**src/rtl/comm_tx_if.sv**
```systemverilog
// Producer-side packet handshake for the comm link transmitter.
// The master drives a packet and holds it until it sees tx_ready.
interface comm_tx_if;
    logic        tx_valid;
    logic        tx_ready;
    logic [7:0]  tx_addr;
    logic [15:0] tx_data;

    modport master (
        output tx_valid,
        output tx_addr,
        output tx_data,
        input  tx_ready
    );

    modport slave (
        input  tx_valid,
        input  tx_addr,
        input  tx_data,
        output tx_ready
    );
endinterface

```
**src/rtl/comm_tx.sv**
```systemverilog
// UART transmitter for the board comm link: sends SYNC, addr, data_hi, data_lo, checksum
// as five back-to-back 8N1 bytes per accepted packet.
module comm_tx #(
    parameter int unsigned CLKS_PER_BIT = 16,
    parameter logic [7:0]  SYNC_BYTE    = 8'hA5
) (
    input  logic      clk,
    input  logic      reset,
    comm_tx_if.slave  bus,
    output logic      txd,
    output logic      busy
);
    localparam int unsigned       BaudW   = $clog2(CLKS_PER_BIT);
    localparam logic [BaudW-1:0]  BaudMax = BaudW'(CLKS_PER_BIT - 1);
    localparam logic [2:0]        LastByte = 3'd4;

    typedef enum logic [1:0] {StIdle, StStart, StData, StStop} state_t;

    state_t            state_q, state_d;
    logic [BaudW-1:0]  baud_q, baud_d;
    logic [2:0]        bit_q, bit_d;
    logic [2:0]        byte_q, byte_d;
    logic [7:0]        addr_q, addr_d;
    logic [7:0]        hi_q, hi_d;
    logic [7:0]        lo_q, lo_d;
    logic [7:0]        chk_q, chk_d;
    logic              txd_q, txd_d;
    logic              ready_q, ready_d;
    logic              busy_q, busy_d;

    logic [7:0]        cur_byte;
    logic [2:0]        bit_nxt;
    logic              baud_wrap;

    assign bus.tx_ready = ready_q;
    assign txd          = txd_q;
    assign busy         = busy_q;

    assign baud_wrap = (baud_q == BaudMax);
    assign bit_nxt   = bit_q + 3'd1;

    always_comb begin
        case (byte_q)
            3'd0:    cur_byte = SYNC_BYTE;
            3'd1:    cur_byte = addr_q;
            3'd2:    cur_byte = hi_q;
            3'd3:    cur_byte = lo_q;
            default: cur_byte = chk_q;
        endcase
    end

    // txd_d is always the value of the bit that starts on this edge, so txd stays registered.
    always_comb begin
        state_d = state_q;
        baud_d  = baud_q;
        bit_d   = bit_q;
        byte_d  = byte_q;
        addr_d  = addr_q;
        hi_d    = hi_q;
        lo_d    = lo_q;
        chk_d   = chk_q;
        txd_d   = txd_q;
        ready_d = ready_q;

        case (state_q)
            StIdle: begin
                txd_d = 1'b1;
                if (bus.tx_valid && ready_q) begin
                    addr_d  = bus.tx_addr;
                    hi_d    = bus.tx_data[15:8];
                    lo_d    = bus.tx_data[7:0];
                    chk_d   = bus.tx_addr ^ bus.tx_data[15:8] ^ bus.tx_data[7:0];
                    baud_d  = '0;
                    bit_d   = 3'd0;
                    byte_d  = 3'd0;
                    txd_d   = 1'b0;
                    ready_d = 1'b0;
                    state_d = StStart;
                end
            end
            StStart: begin
                if (baud_wrap) begin
                    baud_d  = '0;
                    bit_d   = 3'd0;
                    txd_d   = cur_byte[0];
                    state_d = StData;
                end else begin
                    baud_d = baud_q + 1'b1;
                end
            end
            StData: begin
                if (baud_wrap) begin
                    baud_d = '0;
                    if (bit_q == 3'd7) begin
                        txd_d   = 1'b1;
                        state_d = StStop;
                    end else begin
                        bit_d = bit_nxt;
                        txd_d = cur_byte[bit_nxt];
                    end
                end else begin
                    baud_d = baud_q + 1'b1;
                end
            end
            StStop: begin
                if (baud_wrap) begin
                    baud_d = '0;
                    bit_d  = 3'd0;
                    if (byte_q == LastByte) begin
                        byte_d  = 3'd0;
                        txd_d   = 1'b1;
                        ready_d = 1'b1;
                        state_d = StIdle;
                    end else begin
                        byte_d  = byte_q + 3'd1;
                        txd_d   = 1'b0;
                        state_d = StStart;
                    end
                end else begin
                    baud_d = baud_q + 1'b1;
                end
            end
            default: begin
                txd_d   = 1'b1;
                ready_d = 1'b1;
                state_d = StIdle;
            end
        endcase

        busy_d = !ready_d;
    end

    always_ff @(posedge clk or posedge reset) begin
        if (reset) begin
            state_q <= StIdle;
            baud_q  <= '0;
            bit_q   <= 3'd0;
            byte_q  <= 3'd0;
            addr_q  <= 8'h00;
            hi_q    <= 8'h00;
            lo_q    <= 8'h00;
            chk_q   <= 8'h00;
            txd_q   <= 1'b1;
            ready_q <= 1'b1;
            busy_q  <= 1'b0;
        end else begin
            state_q <= state_d;
            baud_q  <= baud_d;
            bit_q   <= bit_d;
            byte_q  <= byte_d;
            addr_q  <= addr_d;
            hi_q    <= hi_d;
            lo_q    <= lo_d;
            chk_q   <= chk_d;
            txd_q   <= txd_d;
            ready_q <= ready_d;
            busy_q  <= busy_d;
        end
    end
endmodule

```
**src/flat_wrapper.sv**
```systemverilog
// flat-port wrapper written by rule: the top's interface ports become plain ports
module comm_tx_flat 
#(
    parameter int unsigned CLKS_PER_BIT = 16,
    parameter logic [7:0]  SYNC_BYTE    = 8'hA5
)
  (clk, reset, txd, busy, bus_tx_valid, bus_tx_addr, bus_tx_data, bus_tx_ready);
  comm_tx_if bus_i ();
  input  logic clk;
  input  logic reset;
  output logic txd;
  output logic busy;
  input wire logic [$bits(bus_i.tx_valid)-1:0] bus_tx_valid;
  input wire logic [$bits(bus_i.tx_addr)-1:0] bus_tx_addr;
  input wire logic [$bits(bus_i.tx_data)-1:0] bus_tx_data;
  output wire logic [$bits(bus_i.tx_ready)-1:0] bus_tx_ready;
  assign bus_i.tx_valid = bus_tx_valid;
  assign bus_i.tx_addr = bus_tx_addr;
  assign bus_i.tx_data = bus_tx_data;
  assign bus_tx_ready = bus_i.tx_ready;
  comm_tx #(.CLKS_PER_BIT(CLKS_PER_BIT), .SYNC_BYTE(SYNC_BYTE)) u_core (.clk(clk), .reset(reset), .bus(bus_i), .txd(txd), .busy(busy));
endmodule
```
**config.mk**
```make
export PLATFORM = sky130hd
export DESIGN_NAME = comm_tx_flat
export DESIGN_NICKNAME = d
export VERILOG_FILES = /design/src/rtl/comm_tx_if.sv /design/src/rtl/comm_tx.sv /design/src/flat_wrapper.sv
export SDC_FILE = /design/constraint.sdc
export NUM_CORES = 1
export LEC_CHECK = 0
export BUFFER_PORTS_ARGS = -buffer_cell sky130_fd_sc_hd__buf_2
export CAP_MARGIN = 10
export CORE_MARGIN = 8
export CORE_UTILIZATION = 55
export DETAILED_ROUTE_END_ITERATION = 6
export PLACE_DENSITY = 0.76
export SLEW_MARGIN = 40
export SYNTH_ARGS = -nofsm -noshare
export SYNTH_HDL_FRONTEND = slang
export SYNTH_SLANG_ARGS = --single-unit
```
**constraint.sdc**
```tcl
create_clock -name clk -period 2.2 [get_ports clk]
set_input_delay 0.22 -clock clk [delete_from_list [all_inputs] [get_ports clk]]
set_output_delay 0.22 -clock clk [all_outputs]
set_load 0.05 [all_outputs]
```
; ---- Yosys cells after proc, flatten, opt, wreduce, memory -nomap -nowiden
; Index checks and enable logic that the tools add are counted.
; W data, S select, Z words.
[totals]
wordCells = 77
ff_bits = 47
[classes]
bitwise = 2
reduce_logical = 12
muxes = 32
add_sub_neg = 3
n_lt_le_gt_ge = 1
n_eq_ne = 16
[op_table]
columns = op, n
row1 = $pmux W8 S4, 1
row2 = $mux W3, 6
row3 = $xor A8 B8 Y8, 2
row4 = $ne A2 B1 Y1 const B, 6
row5 = $mux W1, 11
row6 = $mux W2, 5
row7 = $pmux W3 S3, 1
row8 = $mux W4, 2
row9 = $pmux W2 S4, 1
row10 = $pmux W4 S2, 1
row11 = $add A3 B1 Y3 const B, 2
row12 = $eq A3 B2 Y1 const B, 2
row13 = $eq A3 B3 Y1 const B, 2
row14 = $pmux W3 S2, 1
row15 = $reduce_and A3 Y1, 2
row16 = $reduce_and A5 Y1, 1
row17 = $add A4 B1 Y4 const B, 1
row18 = $eq A2 B2 Y1 const B, 2
row19 = $eq A4 B4 Y1 const B, 1
row20 = $lt A3 B4 Y1 const B, 1
row21 = $pmux W1 S4, 1
row22 = $reduce_and A4 Y1, 1
row23 = $bmux W1 S3, 1
row24 = $eq A3 B1 Y1 const B, 1
row25 = 11 further kinds, 11

; ---- Depth between registers and ports, before layout
[depth]
ltp_word = 7
depth_mapped = 8

; ---- Worst setup path after synthesis
; Ideal clock, no wire load.
[synth_path]
kind = reg-to-reg
from = register u_core.state_q[0]
to = register u_core.state_q[1]
path_stages_with_launch = 7
path_slack_ps = 417
arrival_ps = 1655
cell_sequence = dfrtp_1 > inv_1 > ha_1 > or3_1 > a21oi_2 > o21ai_1 > mux2_1
[synth_via]
elab_chain_cells = 3
elab_cells_between_ends = 11
[synth_rtl]
columns = item, line
row1 = from (decl), comm_tx.sv:19  ; state_t state_q, state_d;
row2 = from (signal assigned), comm_tx.sv:135  ; state_q <= StIdle;
row3 = from (signal assigned), comm_tx.sv:147  ; state_q <= state_d;
row4 = $eq A2 B2 Y1 (tied with other cells), comm_tx.sv:65  ; case (state_q)
row5 = $ne A2 B1 Y1 (no line), -
row6 = $reduce_and A5 Y1 (no line), -
; Several ways; a longest one is shown, not always the timed one.
; A chain may end at the register's enable or synchronous reset.

; ---- Worst setup path in the final report
[layout_path]
from = register u_core.state_q[0]
to = register u_core.byte_q[0]
[layout_via]
elab_chain_cells = 3
elab_cells_between_ends = 7
[layout_rtl]
columns = item, line
row1 = $eq A2 B2 Y1 or $logic_not A2 Y1 (tied branches), comm_tx.sv:65
row2 = $ne A2 B1 Y1 (no line) or $reduce_bool A2 Y1 (tied branches), -
row3 = $reduce_and A3 Y1 (no line), -
row4 = to (signal assigned), comm_tx.sv:150  ; byte_q <= byte_d;
row5 = to (decl), comm_tx.sv:22  ; logic [2:0] byte_q, byte_d;
; Several ways; a longest one is shown, not always the timed one.

==> flow_metrics.env <==
export IMPL_critical_path_startpoint_type="register"
export IMPL_crit_required_ps=2390
export IMPL_min_delay_path_class="input port to asynchronous set/reset pin"
export IMPL_final_setup_skew_ps=7.177
export IMPL_dr_total_vias=1870
export IMPL_mappedNetlistNets=270
export IMPL_detail_route_first_pass_iterations=4
export IMPL_area_growth_synth_to_final_pct=12.92
export IMPL_grt_pass1_wl_mm=8.887
export IMPL_dr_iter_0_viols=65
export IMPL_postCtsHoldBufs=0
export IMPL_cts_root_buffer="sky130_fd_sc_hd__clkbuf_8"
export IMPL_synthDistinctLibCells=45
export IMPL_ctsHtreeMaxLevel=2
export IMPL_postCtsSetupRepairBufs=0
export IMPL_count_of_flip_flops_with_a_built_in_enable_after_synthesis=0
export IMPL_dieHeight_um=84.04
export IMPL_setup_violations=0
export IMPL_worst_setup_path_startpoint="u_core.state_q[0]$_DFFE_PP0P_"
export IMPL_worstSkewPairLatency_ps=300
export IMPL_ys_warnings_count=0
export IMPL_cp_end_kind="register"
export IMPL_ios=30
export IMPL_ir_drop_mv=0.5152
export IMPL_period_minus_slack_ps=2007
export IMPL_route_detailed_vias_per_inst=5.918
export IMPL_clk_transition_reported_paths_ps=80
export IMPL_dp_hpwl_mm=3.874
export IMPL_cts_tree="yes"
export IMPL_syn_instance_count=231
export IMPL_timing_final_hold_violations=0
export IMPL_yosys_area_share_xor_xnor=0.05504
export IMPL_numPortBuffers=29
export IMPL_report_power_total_mw=3.202
export IMPL_leakage_nw=1.321
export IMPL_final_layout_size_suffix_gt1_frac=0.2917
export IMPL_synth_adder_area_share=0.05897
export IMPL_synth_seq_cells=47
export IMPL_floorplan_initialDensity=0.5768
export IMPL_arrival_ps=2200
export IMPL_synth_top_flop_cell="sky130_fd_sc_hd__dfrtp_1"
export IMPL_finalWirelength_mm=5.167
export IMPL_clkSinkCount=47
export IMPL_replace_congestion=0.9081
export IMPL_detail_route_wl_per_cell_um=16.35
export IMPL_totalNegativeSetupSlack_ps=0
export IMPL_min_period_over_period=0.9122
export IMPL_antenna_left=0
export IMPL_fp_row_count=24
export IMPL_netlist_area_before_placement_um2=2546
export IMPL_synth_area_mux_share=0.1189
export IMPL_share_of_flip_flops_with_an_asynchronous_set_or_reset=1.000
export IMPL_antenna_found_initial=0
export IMPL_timing_worst_setup_path_type="register to register"
export IMPL_post_layout_net_count=303
export IMPL_syn_avg_cell_area_um2=11.02
export IMPL_cellPowerDensity_nw_per_um2=1114
export IMPL_max_capacitance_violation_count=0
export IMPL_critPathMaxFanout=42
export IMPL_unrepaired_setup_endpoints_after_global_routing="no"
export IMPL_grt_start_max_net_pins=48
export IMPL_status="finished, final reports clean"
export IMPL_first_global_vias=1904
export IMPL_regToRegStartpoint="u_core.state_q[0]$_DFFE_PP0P_"
export IMPL_synth_seq_area_share=0.4629
export IMPL_largest_family_of_logic_cells_by_synthesized_area="compound AO/OA/AOI/OAI gates"
export IMPL_maxSlewHeadroom=0.6104
export IMPL_synth_compound_area_share=0.1813
export IMPL_grt_overflow_total=0
export IMPL_die_w_um=84.04
export IMPL_floorplan_core_area_um2=4414
export IMPL_tightestPinTransition_ps=584.4
export IMPL_ctsLongestPathBuffers=2
export IMPL_yosys_area_share_simple=0.07715
export IMPL_final_max_slew_viol_count=0
export IMPL_grt_total_usage=0.1510
export IMPL_antennaDiodeCount=0
export IMPL_post_cts_resize_count=0
export IMPL_cts_inserted_buffers=5
export IMPL_drc=0
export IMPL_clock_fmax_ghz=0.4983
export IMPL_design_die_area_um2=7063
[metrics by stage]
stage | util | hold slack [ps] | instance area (um2) | worst slack [ps] | instances
3_5_place_dp | 0.6273 | 407.1 | 2769 | 222.5 | 309
2_1_floorplan | - | 370.5 | 2546 | 417.0 | 231
5_1_grt | 0.6514 | 111.2 | 2875 | 34.54 | 316
3_3_place_gp | 0.6273 | 402.0 | 2769 | 343.6 | 309
6_report | 0.6514 | 52.38 | 2875 | 193.3 | 316
4_1_cts | 0.6514 | 79.49 | 2875 | 201.7 | 316
[synth_stat cells, types with 2 or more instances]
master,number,area share
sky130_fd_sc_hd__a211oi_1,2,0.0059
sky130_fd_sc_hd__a21boi_0,3,0.0088
sky130_fd_sc_hd__a21oi_1,5,0.0098
sky130_fd_sc_hd__a221oi_1,4,0.014
sky130_fd_sc_hd__a22o_1,2,0.0069
sky130_fd_sc_hd__a22oi_1,5,0.015
sky130_fd_sc_hd__buf_2,6,0.012
sky130_fd_sc_hd__clkbuf_1,3,0.0044
sky130_fd_sc_hd__dfrtp_1,45,0.44
sky130_fd_sc_hd__dfstp_2,2,0.021
sky130_fd_sc_hd__ha_1,12,0.059
sky130_fd_sc_hd__inv_1,17,0.025
sky130_fd_sc_hd__mux2_2,25,0.11
sky130_fd_sc_hd__nand2_1,16,0.024
sky130_fd_sc_hd__nand2b_1,4,0.0098
sky130_fd_sc_hd__nand3_1,6,0.012
sky130_fd_sc_hd__nand3b_1,2,0.0059
sky130_fd_sc_hd__nor2_1,2,0.0029
sky130_fd_sc_hd__nor3_1,2,0.0039
sky130_fd_sc_hd__o2111ai_1,2,0.0069
sky130_fd_sc_hd__o211a_1,3,0.012
sky130_fd_sc_hd__o211ai_1,3,0.0088
sky130_fd_sc_hd__o21ai_0,17,0.033
sky130_fd_sc_hd__o221ai_1,3,0.010
sky130_fd_sc_hd__o31ai_1,4,0.012
sky130_fd_sc_hd__o32ai_1,2,0.0069
sky130_fd_sc_hd__or3_1,2,0.0049
sky130_fd_sc_hd__xnor2_1,8,0.028
sky130_fd_sc_hd__xor2_1,8,0.028
[kinds of logic after synthesis]
family | after synthesis
buffers and inverters | 27
muxes | 27
xor gates and xnor gates | 16
adders and majority gates | 12
DFF | 47
AOI/OAI and AO/OA | 63
and+or+nand+nor | 39
[worst max-delay path, stage by stage, from the launching register on]
cell,delay (ps)
sky130_fd_sc_hd__dfrtp_1,440
sky130_fd_sc_hd__inv_1,100
sky130_fd_sc_hd__ha_1,310
sky130_fd_sc_hd__nand3_1,170
sky130_fd_sc_hd__buf_12,210
sky130_fd_sc_hd__a22oi_1,420
sky130_fd_sc_hd__nand3_1,120
sky130_fd_sc_hd__o21ai_0,130
[area by class of cell]
cell class                 instances  area, um2
fill                             360       1539
tap                               52      65.06
clock inverter                     2      37.54
timing repair buffer              36      210.2
inverter                          17      63.81
clock buffer                       5      68.82
multi-input combinational        157       1251
sequential                        47       1179
[final timing paths]
path | end | slack (ps) | cells past startpoint
max in group asynchronous | u_core.bit_q[2]$_DFFE_PP0P_ | 1740 | 3
min reg2reg | u_core.chk_q[2]$_DFFE_PP0P_ | 490 | 2
min in group clk | u_core.addr_q[4]$_DFFE_PP0P_ | 170 | 2
max reg2reg | u_core.byte_q[0]$_DFFE_PP0P_ | 190 | 7
max | u_core.byte_q[0]$_DFFE_PP0P_ | 190 | 7
min | u_core.chk_q[6]$_DFFE_PP0P_ | 50 | 3
[layout by cell type (no fill, tap or decap), drive strengths merged, types with 2 or more instances in the layout]
cell     Yosys  layout
dfrtp       45      45
buf          7      36
mux2        26      26
o21ai       19      19
inv         17      17
nand2       16      16
ha          12      12
xor2         8       8
xnor2        8       8
nand3        6       6
a22oi        6       6
a21oi        6       6
clkbuf       3       5
a221oi       5       5
o31ai        4       4
nand2b       4       4
a21boi       3       3
o211ai       3       3
o221ai       3       3
o211a        3       3
nor3         3       3
or3          2       2
a22o         2       2
nand3b       2       2
nor2         2       2
a211oi       2       2
o32ai        2       2
o2111ai      2       2
dfstp        2       2
[power by group]
| part | internal (mW) | switching (mW) | total (mW) |
|---|---|---|---|
| Combinational | 0.575 | 0.725 | 1.30 |
| Clock | 0.332 | 0.279 | 0.611 |
| Sequential | 1.11 | 0.181 | 1.29 |
| Total | 2.02 | 1.18 | 3.20 |
[sequential cells by signal (all words and copies together), names as in the netlist, 2 cells and up]
name,cells
u_core.lo_q,8
u_core.addr_q,8
u_core.byte_q,3
u_core.baud_q,4
u_core.chk_q,8
u_core.hi_q,8
u_core.state_q,2
u_core.bit_q,3
[metal layers]
| layer | GRT usage | wire, um | vias to the layer above |
|---|---|---|---|
| met5 | 0 | 0 | - |
| met4 | 0.06750 | 123 | 0 |
| met3 | 0.03906 | 209 | 11 |
| met2 | 0.2340 | 2452 | 42 |
| met1 | 0.1915 | 2382 | 913 |
| li1 | - | - | 904 |
(Power assumes the default switching activity.)
